## src/rtl/fdivsqrt_otfc_ctrl_pkg.sv

```systemverilog
// fdivsqrt_otfc_ctrl_pkg: shared sizes, digit encoding and sequencer states for the OTFC controller
package fdivsqrt_otfc_ctrl_pkg;
    localparam int DIVB_DEFAULT  = 64;
    localparam int ITERW_DEFAULT = 7;
    typedef logic [3:0] udigit_t;
    localparam udigit_t DIG_P2 = 4'b1000;
    localparam udigit_t DIG_P1 = 4'b0100;
    localparam udigit_t DIG_M1 = 4'b0010;
    localparam udigit_t DIG_M2 = 4'b0001;
    localparam udigit_t DIG_Z  = 4'b0000;
    typedef enum logic [1:0] {IDLE, BUSY, DONE} state_t;
endpackage

```

## src/rtl/fdivsqrt_otfc_ctrl_uotfc.sv

```systemverilog
// fdivsqrtuotfc4: radix-4 unified on-the-fly converter next-value logic for U/UM
module fdivsqrtuotfc4
    import fdivsqrt_otfc_ctrl_pkg::*;
#(
    parameter int DIVB = DIVB_DEFAULT
) (
    input  udigit_t         udigit,
    input  logic [DIVB:0]   u,
    input  logic [DIVB:0]   um,
    input  logic [DIVB:0]   c,
    output logic [DIVB:0]   un,
    output logic [DIVB:0]   umn
);
    logic [DIVB:0] c1, c2, k1, k2, k3;
    assign c1 = c << 1;
    assign c2 = c << 2;
    assign k1 = c & ~c1;
    assign k2 = c1 & ~c2;
    assign k3 = c & ~c2;
    // multi-hot digits resolve by priority +2 > +1 > -1 > -2
    assign un  = udigit[3] ? (u | k2) : udigit[2] ? (u | k1) : udigit[1] ? (um | k3) :
                 udigit[0] ? (um | k2) : u;
    assign umn = udigit[3] ? (u | k1) : udigit[2] ? u : udigit[1] ? (um | k2) :
                 udigit[0] ? (um | k1) : (um | k3);
endmodule

```

## src/rtl/fdivsqrt_otfc_ctrl.sv

```systemverilog
// fdivsqrt_otfc_ctrl: sequences the radix-4 OTFC, owning U/UM/C, iteration count and handshake
module fdivsqrt_otfc_ctrl
    import fdivsqrt_otfc_ctrl_pkg::*;
#(
    parameter int DIVB  = DIVB_DEFAULT,
    parameter int ITERW = ITERW_DEFAULT
) (
    input  logic             clk,
    input  logic             reset,
    input  logic             start,
    input  logic             sqrt_en,
    input  logic [ITERW-1:0] num_iter,
    input  logic             stall,
    input  logic             abort,
    input  udigit_t          udigit,
    input  logic             ack,
    output logic             busy,
    output logic             done,
    output logic             last,
    output logic [DIVB:0]    u,
    output logic [DIVB:0]    um
);
    // C[1:0] never feed the next C, so only C[DIVB:2] is stored
    localparam logic [DIVB-2:0] C_HI_INIT = {2'b11, {(DIVB-3){1'b0}}};
    state_t            state, state_n;
    logic [DIVB-2:0]   c_hi;
    logic [DIVB:0]     cn, u_nx, um_nx;
    logic [ITERW-1:0]  cnt;
    logic              take, adv, fin;
    assign cn   = {2'b11, c_hi};
    assign take = (state == IDLE) && start;
    assign adv  = (state == BUSY) && !stall && !abort;
    assign fin  = cnt == ITERW'(1);
    assign last = adv && fin;
    assign busy = state == BUSY;
    assign done = state == DONE;
    fdivsqrtuotfc4 #(.DIVB(DIVB)) u_otfc (
        .udigit (udigit),
        .u      (u),
        .um     (um),
        .c      (cn),
        .un     (u_nx),
        .umn    (um_nx)
    );
    always_comb begin
        state_n = state;
        case (state)
            IDLE:    state_n = start ? ((num_iter != '0) ? BUSY : DONE) : IDLE;
            BUSY:    state_n = abort ? IDLE : last ? DONE : BUSY;
            DONE:    state_n = (abort || ack) ? IDLE : DONE;
            default: state_n = IDLE;
        endcase
    end
    always_ff @(posedge clk) begin
        if (reset) begin
            state <= IDLE;
            u     <= '0;
            um    <= '0;
            c_hi  <= C_HI_INIT;
            cnt   <= '0;
        end else begin
            state <= state_n;
            if (take) begin
                c_hi <= C_HI_INIT;
                u    <= sqrt_en ? {1'b1, {DIVB{1'b0}}} : '0;
                um   <= '0;
                cnt  <= num_iter;
            end else if (adv) begin
                u    <= u_nx;
                um   <= um_nx;
                c_hi <= cn[DIVB:2];
                cnt  <= cnt - ITERW'(1);
            end else if (abort && state != IDLE) begin
                cnt  <= '0;
            end
        end
    end
endmodule
```

## config.mk

```make
export PLATFORM = sky130hd
export DESIGN_NAME = fdivsqrt_otfc_ctrl
export DESIGN_NICKNAME = d
export VERILOG_FILES = /design/src/rtl/fdivsqrt_otfc_ctrl_pkg.sv /design/src/rtl/fdivsqrt_otfc_ctrl_uotfc.sv /design/src/rtl/fdivsqrt_otfc_ctrl.sv
export SDC_FILE = /design/constraint.sdc
export NUM_CORES = 1
export LEC_CHECK = 0
export ABC_AREA = 1
export BUFFER_PORTS_ARGS = -buffer_cell sky130_fd_sc_hd__buf_2
export CAP_MARGIN = 20
export CORE_MARGIN = 1
export CORE_UTILIZATION = 61
export DETAILED_ROUTE_END_ITERATION = 8
export PLACE_DENSITY = 0.95
export REMOVE_ABC_BUFFERS = 1
export SYNTH_ARGS = -nofsm -noshare
export SYNTH_HDL_FRONTEND = slang
export SYNTH_SLANG_ARGS = --single-unit
```

## constraint.sdc

```tcl
create_clock -name clk -period 3.7 [get_ports clk]
set_input_delay 0.74 -clock clk [delete_from_list [all_inputs] [get_ports clk]]
set_output_delay 0.74 -clock clk [all_outputs]
set_load 0.02 [all_outputs]
```

### After elaboration in Yosys (flattened, before gate mapping)

Cells that the tools add are included.

| storage, ports and cells | value |
|---|---|
| register bits after elaboration | 199 |
| logic and storage cells | 55 |

| operators by class | value |
|---|---|
| add/sub/neg operators | 1 |
| equal/unequal tests | 3 |
| muxes and demuxes | 20 |
| bitwise gates (word level) | 10 |
| reduce and logical (&&, ||, !) cells | 16 |

Operator list:

| cell | number |
|---|---|
| $mux 65 | 11 |
| $or 65x65->65 | 5 |
| $and 65x65->65 | 3 |
| $not 65->65 | 2 |
| $mux 7 | 3 |
| $mux 2 | 5 |
| $eq 7x1->1 const B | 1 |
| $reduce_bool 7->1 | 1 |
| $sub 7x1->7 const B | 1 |
| $pmux 2 s3 | 1 |
| $logic_and 1x1->1 | 5 |
| $reduce_bool 5->1 | 1 |
| $reduce_bool 2->1 | 2 |
| $reduce_bool 3->1 | 1 |
| $eq 2x1->1 const B | 1 |
| $eq 2x2->1 const B | 1 |
| $logic_not 1->1 | 2 |
| $logic_not 2->1 | 1 |
| $reduce_and 2->1 | 1 |
| $reduce_or 2->1 | 1 |
| $logic_or 1x1->1 | 1 |

### Logic depth before layout (Yosys ltp)

Gate-level depths: netlist (run 1).

| logic depth | value |
|---|---|
| depth in word-level cells | 9 |
| gate-level depth with buffers | 9 |

### Hierarchy

Synthesis (run 1) repeated with hierarchy kept, for this count alone.

| second synthesis, totals | value |
|---|---|
| cell total of the unflattened synthesis | 2371 |
| area, all modules | 13321.5 µm² |

By module, submodules not included:

| module | times used | cells an instance | area each (µm²) |
|---|---|---|---|
| fdivsqrtuotfc4 | 1 | 1570 | 7088.0 |
| fdivsqrt_otfc_ctrl | 1 | 801 | 6233.5 |

### Worst setup path after synthesis (run 1)

No wires, ideal clock.

| path | value |
|---|---|
| path type | input -> output |
| start | in stall |
| end | out last |
| data arrival time | 1297 ps |
| setup slack | 1663 ps |
| stages on the path | 3 |
| cell sequence | nor3_2 -> nand3_1 -> inv_1 |

| between the ends | value |
|---|---|
| longest elaborated chain between the ends | 4 |

RTL lines:

| element | RTL line | RTL |
|---|---|---|
| start, declared | fdivsqrt_otfc_ctrl.sv:13 | `input logic stall,` |
| $logic_not 1->1 | fdivsqrt_otfc_ctrl.sv:32 | `assign adv = (state == BUSY) && !stall && !abort;` |
| $logic_and 1x1->1 (2 in a row) | fdivsqrt_otfc_ctrl.sv:32 |  |
| $logic_and 1x1->1 | fdivsqrt_otfc_ctrl.sv:34 | `assign last = adv && fin;` |
| end, declared | fdivsqrt_otfc_ctrl.sv:19 | `output logic last,` |

Every way passes these cells.

### Worst setup path after layout (run 1)

| path | value |
|---|---|
| start | reg state[0] |
| end | reg um[38] |

| between the ends | value |
|---|---|
| longest elaborated chain between the ends | 3 |
| elaborated cells between the ends (all ways) | 6 |
| classes of those cells | eq/ne: 1; reduce/logical: 5 |

RTL lines:

| element | RTL line | RTL |
|---|---|---|
| start, declared | fdivsqrt_otfc_ctrl.sv:25 | `state_t state, state_n;` |
| start signal, assigned | fdivsqrt_otfc_ctrl.sv:62 | `state <= state_n;` |
| $eq 2x1->1 / $logic_not 2->1 (equally long branches) | fdivsqrt_otfc_ctrl.sv:32, fdivsqrt_otfc_ctrl.sv:31 |  |
| $logic_and 1x1->1, on equally long branches | fdivsqrt_otfc_ctrl.sv:32, fdivsqrt_otfc_ctrl.sv:31 |  |
| $logic_and 1x1->1 / $reduce_or 2->1 (equally long branches) | - |  |
| end signal, assigned | fdivsqrt_otfc_ctrl.sv:70 | `um <= um_nx;` |
| end, declared | fdivsqrt_otfc_ctrl.sv:21 | `output logic [DIVB:0] um` |

Parallel ways exist; a longest one is shown, timed or not.
A chain may end at the register's enable or synchronous reset.

==> results of run 1 <==
report_power, final:
part | total [mW] | internal (mW) | switching (mW)
sequential | 1.90 | 1.87 | 0.0331
combinational | 0.459 | 0.123 | 0.336
clock | 1.81 | 1.08 | 0.730
total | 4.17 | 3.07 | 1.10
per-layer routing:
metal,routed length (microns),share of wire (%),GRT usage [%]
met5,0,0,0
met1,10300,37,46.4
met2,12900,46,61.4
met4,1570,5.6,27.8
met3,3400,12,9.08
synth_stat cells (all sizes together) (3+ instances only):
master	n	area, sq um
nand2	390	1470
o21ai	171	856
nor2	183	721
nand3	73	370
nand4	6	37.5
nor3	3	20.0
o211ai	15	113
inv	143	537
clkbuf	42	158
buf	36	174
o22ai	19	119
a21oi	135	687
dfxtp	170	3400
flip-flops by register name, indices dropped and copies added, names as in the netlist:
name / flops
u: 65
um: 65
c_hi: 31
cnt: 7
state: 2
critical path: stages (launching register included):
cell and delay [ns]:
dfxtp_1 0.40, nand2_1 0.13, nor3_4 0.52, nand2_1 0.57, inv_2 0.69, nand2_1 0.16, a21oi_1 0.16
cell usage in the layout, fill, tap and decap left out, drive strengths merged:
cell	instances
a21oi	135
a21boi	1
nor3	3
clkinv	4
nand2	390
a22oi	1
or2	1
nor2	183
bufinv	2
nand4	6
buf	170
xor2	2
nand3	73
o211ai	15
o22ai	19
o21ai	171
inv	143
a31oi	1
dfxtp	170
clkinvlp	1
ha	2
a211oi	1
clkbuf	25
path summary, 6_finish.rpt:
kind	start	cells past startpoint	endpoint	slack, ns
max	state[0]	6	um[38]	0.97
max reg2reg	state[0]	6	um[38]	0.97
min reg2reg	u[20]	2	u[20]	0.48
min	u[20]	2	u[20]	0.48
cell type report:
| type | count | area (sq um) |
|---|---|---|
| repair buffers | 170 | 913 |
| multi-input cells | 1004 | 4480 |
| clock buffers | 25 | 505 |
| fillers | 1080 | 3780 |
| well taps | 180 | 225 |
| clock inverters | 7 | 87.6 |
| flip-flops and latches | 170 | 3400 |
| inverters | 143 | 537 |
cells by family (layout without fill, tap and decap cells):
logic type                 Yosys count  in the layout  synth area share (%)
and+or+nand+nor                    656            656                  30.0
AOI/OAI and AO/OA                  344            344                  20.6
buffers and inverters              221            345                  9.93
DFF                                170            170                  38.9
adders and majority gates            2              2                 0.286
xor gates and xnor gates             2              2                 0.200
through the flow:
stage                     instance area, sq um  instances
final                                    10200       1699
after global routing                     10200       1699
after CTS                                10200       1699
after detailed placement                  9560       1667
after global placement                    9560       1667
after floorplan                           8410       1317
==> reports/qor.yml, run 1 <==
yosys:
  netlist-cell-type-count: 30
  synth_warnings: 0
  netlist_area_sq_um: 8740
  syn_inst: 1395
  ys_ff_latch: 170
  async_flop_share_pct: 0
  synth-seq-area-share_pct: 38.9
  synth-edff-count: 0
  syn_area_per_cell_sq_um: 6.27
  synth_flop_cell: "dfxtp_1"
route:
  route.detailed.drc: 0
  drt_iter0_drc: 1297
  post_drt_wl_per_cell_microns: 16.6
  wl_microns: 28200
  ant_nets: 0
  viasPerCell: 5.99
  drtPass1Iterations: 7
  route.vias.total: 10200
flow_run:
  drv_cap: 0
clock_tree:
  cts_buffers: 17
  postCtsSetupBuffers: 0
  cts_tree: "yes"
  holdBufCountCts: 0
  clock_latency_ns: 0.45
  clk_pin_slew_ns: 0.07
  cts_sinks: 170
  cts_resized: 0
  htree_levels: 4
  root_buffer: "clkbuf_16"
  cts_buffer_depth: 2
final_layout:
  drive_gt1_share_pct: 14.5
  antennaDiodeCount: 0
  layout.nets: 1526
  synthToLayoutAreaGrowth_pct: 16.2
  fin_util_pct: 72.9
global_routing:
  overflow: 0
  grt_max_degree: 51
  grt_pass1_wl_microns: 45000
  grt.total_usage_pct: 38.8
  grt_pass1_vias: 9455
  antenna_found_initial: 0
hold_path:
  hold_class: "reg -> reg"
critical_path:
  path_max_fanout: 31
  end_kind: "register"
  critPathRequiredTime_ns: 4.07
  critical_path_class: "reg -> reg"
  arrival_ns: 3.10
  cp-start-kind: "register"
floorplanning:
  num_rows: 43
  start_util_pct: 62.7
  dieArea_sq_um: 14800
  die_h_microns: 122
  die_w_microns: 122
  core_area_sq_um: 13900
  io_pins: 151
timing:
  rsz0062_at_grt: "no"
  fmax_mhz: 367
  min_period_ns: 2.73
  skew_ns: 0.0101
  timing.slew.headroom_pct: 20.6
  setup_tns_ns: 0
  fin_crit_sh_pct: 73.7
  drv_slew: 0
  post-route-worst-setup-slack_ns: 0.975
  worst_pin_slew_ns: 1.19
  hold_viol: 0
  finalSetupViolations: 0
  whs_ns: 0.478
placed_design:
  dpl.hpwl_microns: 17600
  dp_slack_ns: 0.728
  gp_congestion: 0.882
  io_buffers: 150
power_and_ir_drop:
  power.total_mw: 4.17
  power.density_nw_per_um2: 410
  p_leak_nw: 4.61
  peakVddDrop_mv: 0.337
status:
  outcome: "finished clean"
Note: power is estimated with default switching activity, not from simulation.
==> run 2, diff against run 1 <==
ABC_AREA = 0   (was 1)
CORE_UTILIZATION = 51   (was 61)
PLACE_DENSITY = 0.86   (was 0.95)
clock period = 2.3 ns   (was 3.7 ns; I/O delays follow)
==> reports/qor.yml, run 2 <==
status:
  outcome: "finished clean"
final_layout:
  drive_gt1_share_pct: 20.4
  largestRegisters: "u (65), um (65), c_hi (31)"
  final_common_cell: "dfxtp_1"
  final_cell_mix: "dfxtp_1, a21oi_1, buf_2, nand2_1, o21ai_0"
  synthToLayoutAreaGrowth_pct: 21.2
  layout.nets: 1151
timing:
  min_period_ns: 2.21
  fmax_mhz: 452
  skew_ns: 0.00977
  timing.slew.headroom_pct: 45.0
  fin_crit_sh_pct: 96.2
  hold_viol: 0
  rsz0062_at_grt: "no"
  setup_tns_ns: 0
  drv_slew: 0
  finalSetupViolations: 0
  worst_pin_slew_ns: 0.823
flow_run:
  drv_cap: 0
global_routing:
  grt.total_usage_pct: 30.8
  grt_pass1_wl_microns: 40400
  grt_pass1_vias: 7825
  overflow: 0
  grt_max_degree: 96
  antenna_found_initial: 1
clock_tree:
  cts_buffers: 17
  clk_pin_slew_ns: 0.07
  holdBufCountCts: 0
  cts_sinks: 170
  cts_buffer_depth: 2
  root_buffer: "clkbuf_16"
  clock_latency_ns: 0.44
  cts_tree: "yes"
  htree_levels: 4
route:
  route.met2.wl_microns: 12000
  post_drt_wl_per_cell_microns: 18.7
  wl_microns: 25300
  m1WireLength_microns: 10400
  drt_iter0_drc: 1026
  ant_nets: 0
  route.vias.total: 8688
  highest_layer: "met4"
  viasPerCell: 6.41
  route.detailed.drc: 0
  drtPass1Iterations: 6
  route.met3.wl_microns: 2200
yosys:
  syn_area_per_cell_sq_um: 8.02
  netlist_area_sq_um: 8170
  netlist-cell-type-count: 51
  synth.area.top_cells: "dfxtp_1, a21oi_1, nand2_1"
  synth_flop_cell: "dfxtp_1"
  syn_inst: 1019
  synth_top_area_share_pct: 41.7
  yosys.area.top_type: "dfxtp_1"
  synth_warnings: 0
  synth-seq-area-share_pct: 41.7
  synth-edff-count: 0
  async_flop_share_pct: 0
  ys_ff_latch: 170
  ys_top_cells_by_count: "dfxtp_1, a21oi_1, nand2_1"
  yosysMostFrequentCell: "dfxtp_1"
critical_path:
  critPathRequiredTime_ns: 1.84
  arrival_ns: 1.75
  path_max_fanout: 8
  critPathTopFamily: "simple AND/OR/NAND/NOR gates"
  end_kind: "primary output"
  critical_path_class: "reg -> out"
  crit_chain: "buf_4 -> nor4b_4 -> nand4_1 -> inv_1 -> buf_2"
  slowest_delay_ns: 0.35
  cpMaxStageDelayCell: "dfxtp_1"
  path_buf_inv: 3
  cp-start-kind: "register"
placed_design:
  gp_congestion: 0.852
  io_buffers: 150
  dpl.hpwl_microns: 16200
floorplanning:
  core_area_sq_um: 15400
  dieArea_sq_um: 16500
  num_rows: 45
  io_pins: 151
  die_h_microns: 129
  start_util_pct: 52.9
  die_w_microns: 129
power_and_ir_drop:
  power.total_mw: 6.61
  peakVddDrop_mv: 0.573
  power.density_nw_per_um2: 667
  p_leak_nw: 3.81
hold_path:
  hold_class: "in -> reg"
run 2: metrics by stage:
step | std cells | cell area, sq um | setup WS, ns | utilization, % | hold WS (ns)
final | 1356 | 9900 | 0.0865 | 64.2 | 0.286
after global routing | 1355 | 9900 | 0.0525 | 64.2 | 0.330
after CTS | 1355 | 9880 | 0.0889 | 64.1 | 0.284
after detailed placement | 1323 | 9280 | -0.0834 | 60.2 | 0.452
after global placement | 1323 | 9280 | -0.0150 | 60.2 | 0.448
after floorplan | 921 | 7760 | -7.72 | - | 0.454
run 2: report_power, final:
group	leakage, nW	internal (mW)	switching, mW
Clock	0.281	1.74	1.21
Sequential	1.37	2.98	0.0405
Combinational	2.16	0.217	0.416
Total	3.81	4.94	1.67
run 2: final cells by class:
cell class	count	area, sq um
multi-input combinational	739	4390
sequential	170	3400
timing repair buffer	191	1200
clock inverter	10	144
clock buffer	22	454
tap	211	264
inverter	12	45.0
fill	1265	5530
antenna	1	2.50
run 2: cell families after synthesis:
kind of cell	after synthesis	share of synthesized area [%]
AOI/OAI and AO/OA	397	30.7
xor gates and xnor gates	2	0.214
DFF	170	41.7
and+or+nand+nor	334	21.1
adders and majority gates	2	0.306
buffers and inverters	110	5.51
muxes	4	0.506
run 2: metal layers:
layer / global-route usage (%) / vias to the layer above
met5: 0 / -
met2: 50.9 / 468
li1: - / 4008
met3: 5.82 / 65
met1: 40.0 / 4147
met4: 11.1 / 0
run 2: what timing repair did:
item | in CTS | in global routing
setup endpoints to repair | 0 | 1
resized for setup | 0 | 2
setup buffers | 0 | 0
endpoints found under the hold margin | 0 | 0
run 2: worst paths after layout:
check	start	end	slack, ns	cells past startpoint
worst min-delay path	num_iter[0]	cnt[0]	0.29	3
worst min register to register	u[6]	u[6]	0.46	2
worst max-delay path	state[0]	last	0.09	5
worst max register to register	state[0]	u[55]	0.19	5
run 2: tightest hold or removal path: cells and delay by family:
kind | cells | cell delay, ns
AO/OA/AOI/OAI | 1 | 0.06
buffers and inverters | 1 | 0.09
AND/OR/NAND/NOR | 1 | 0.07
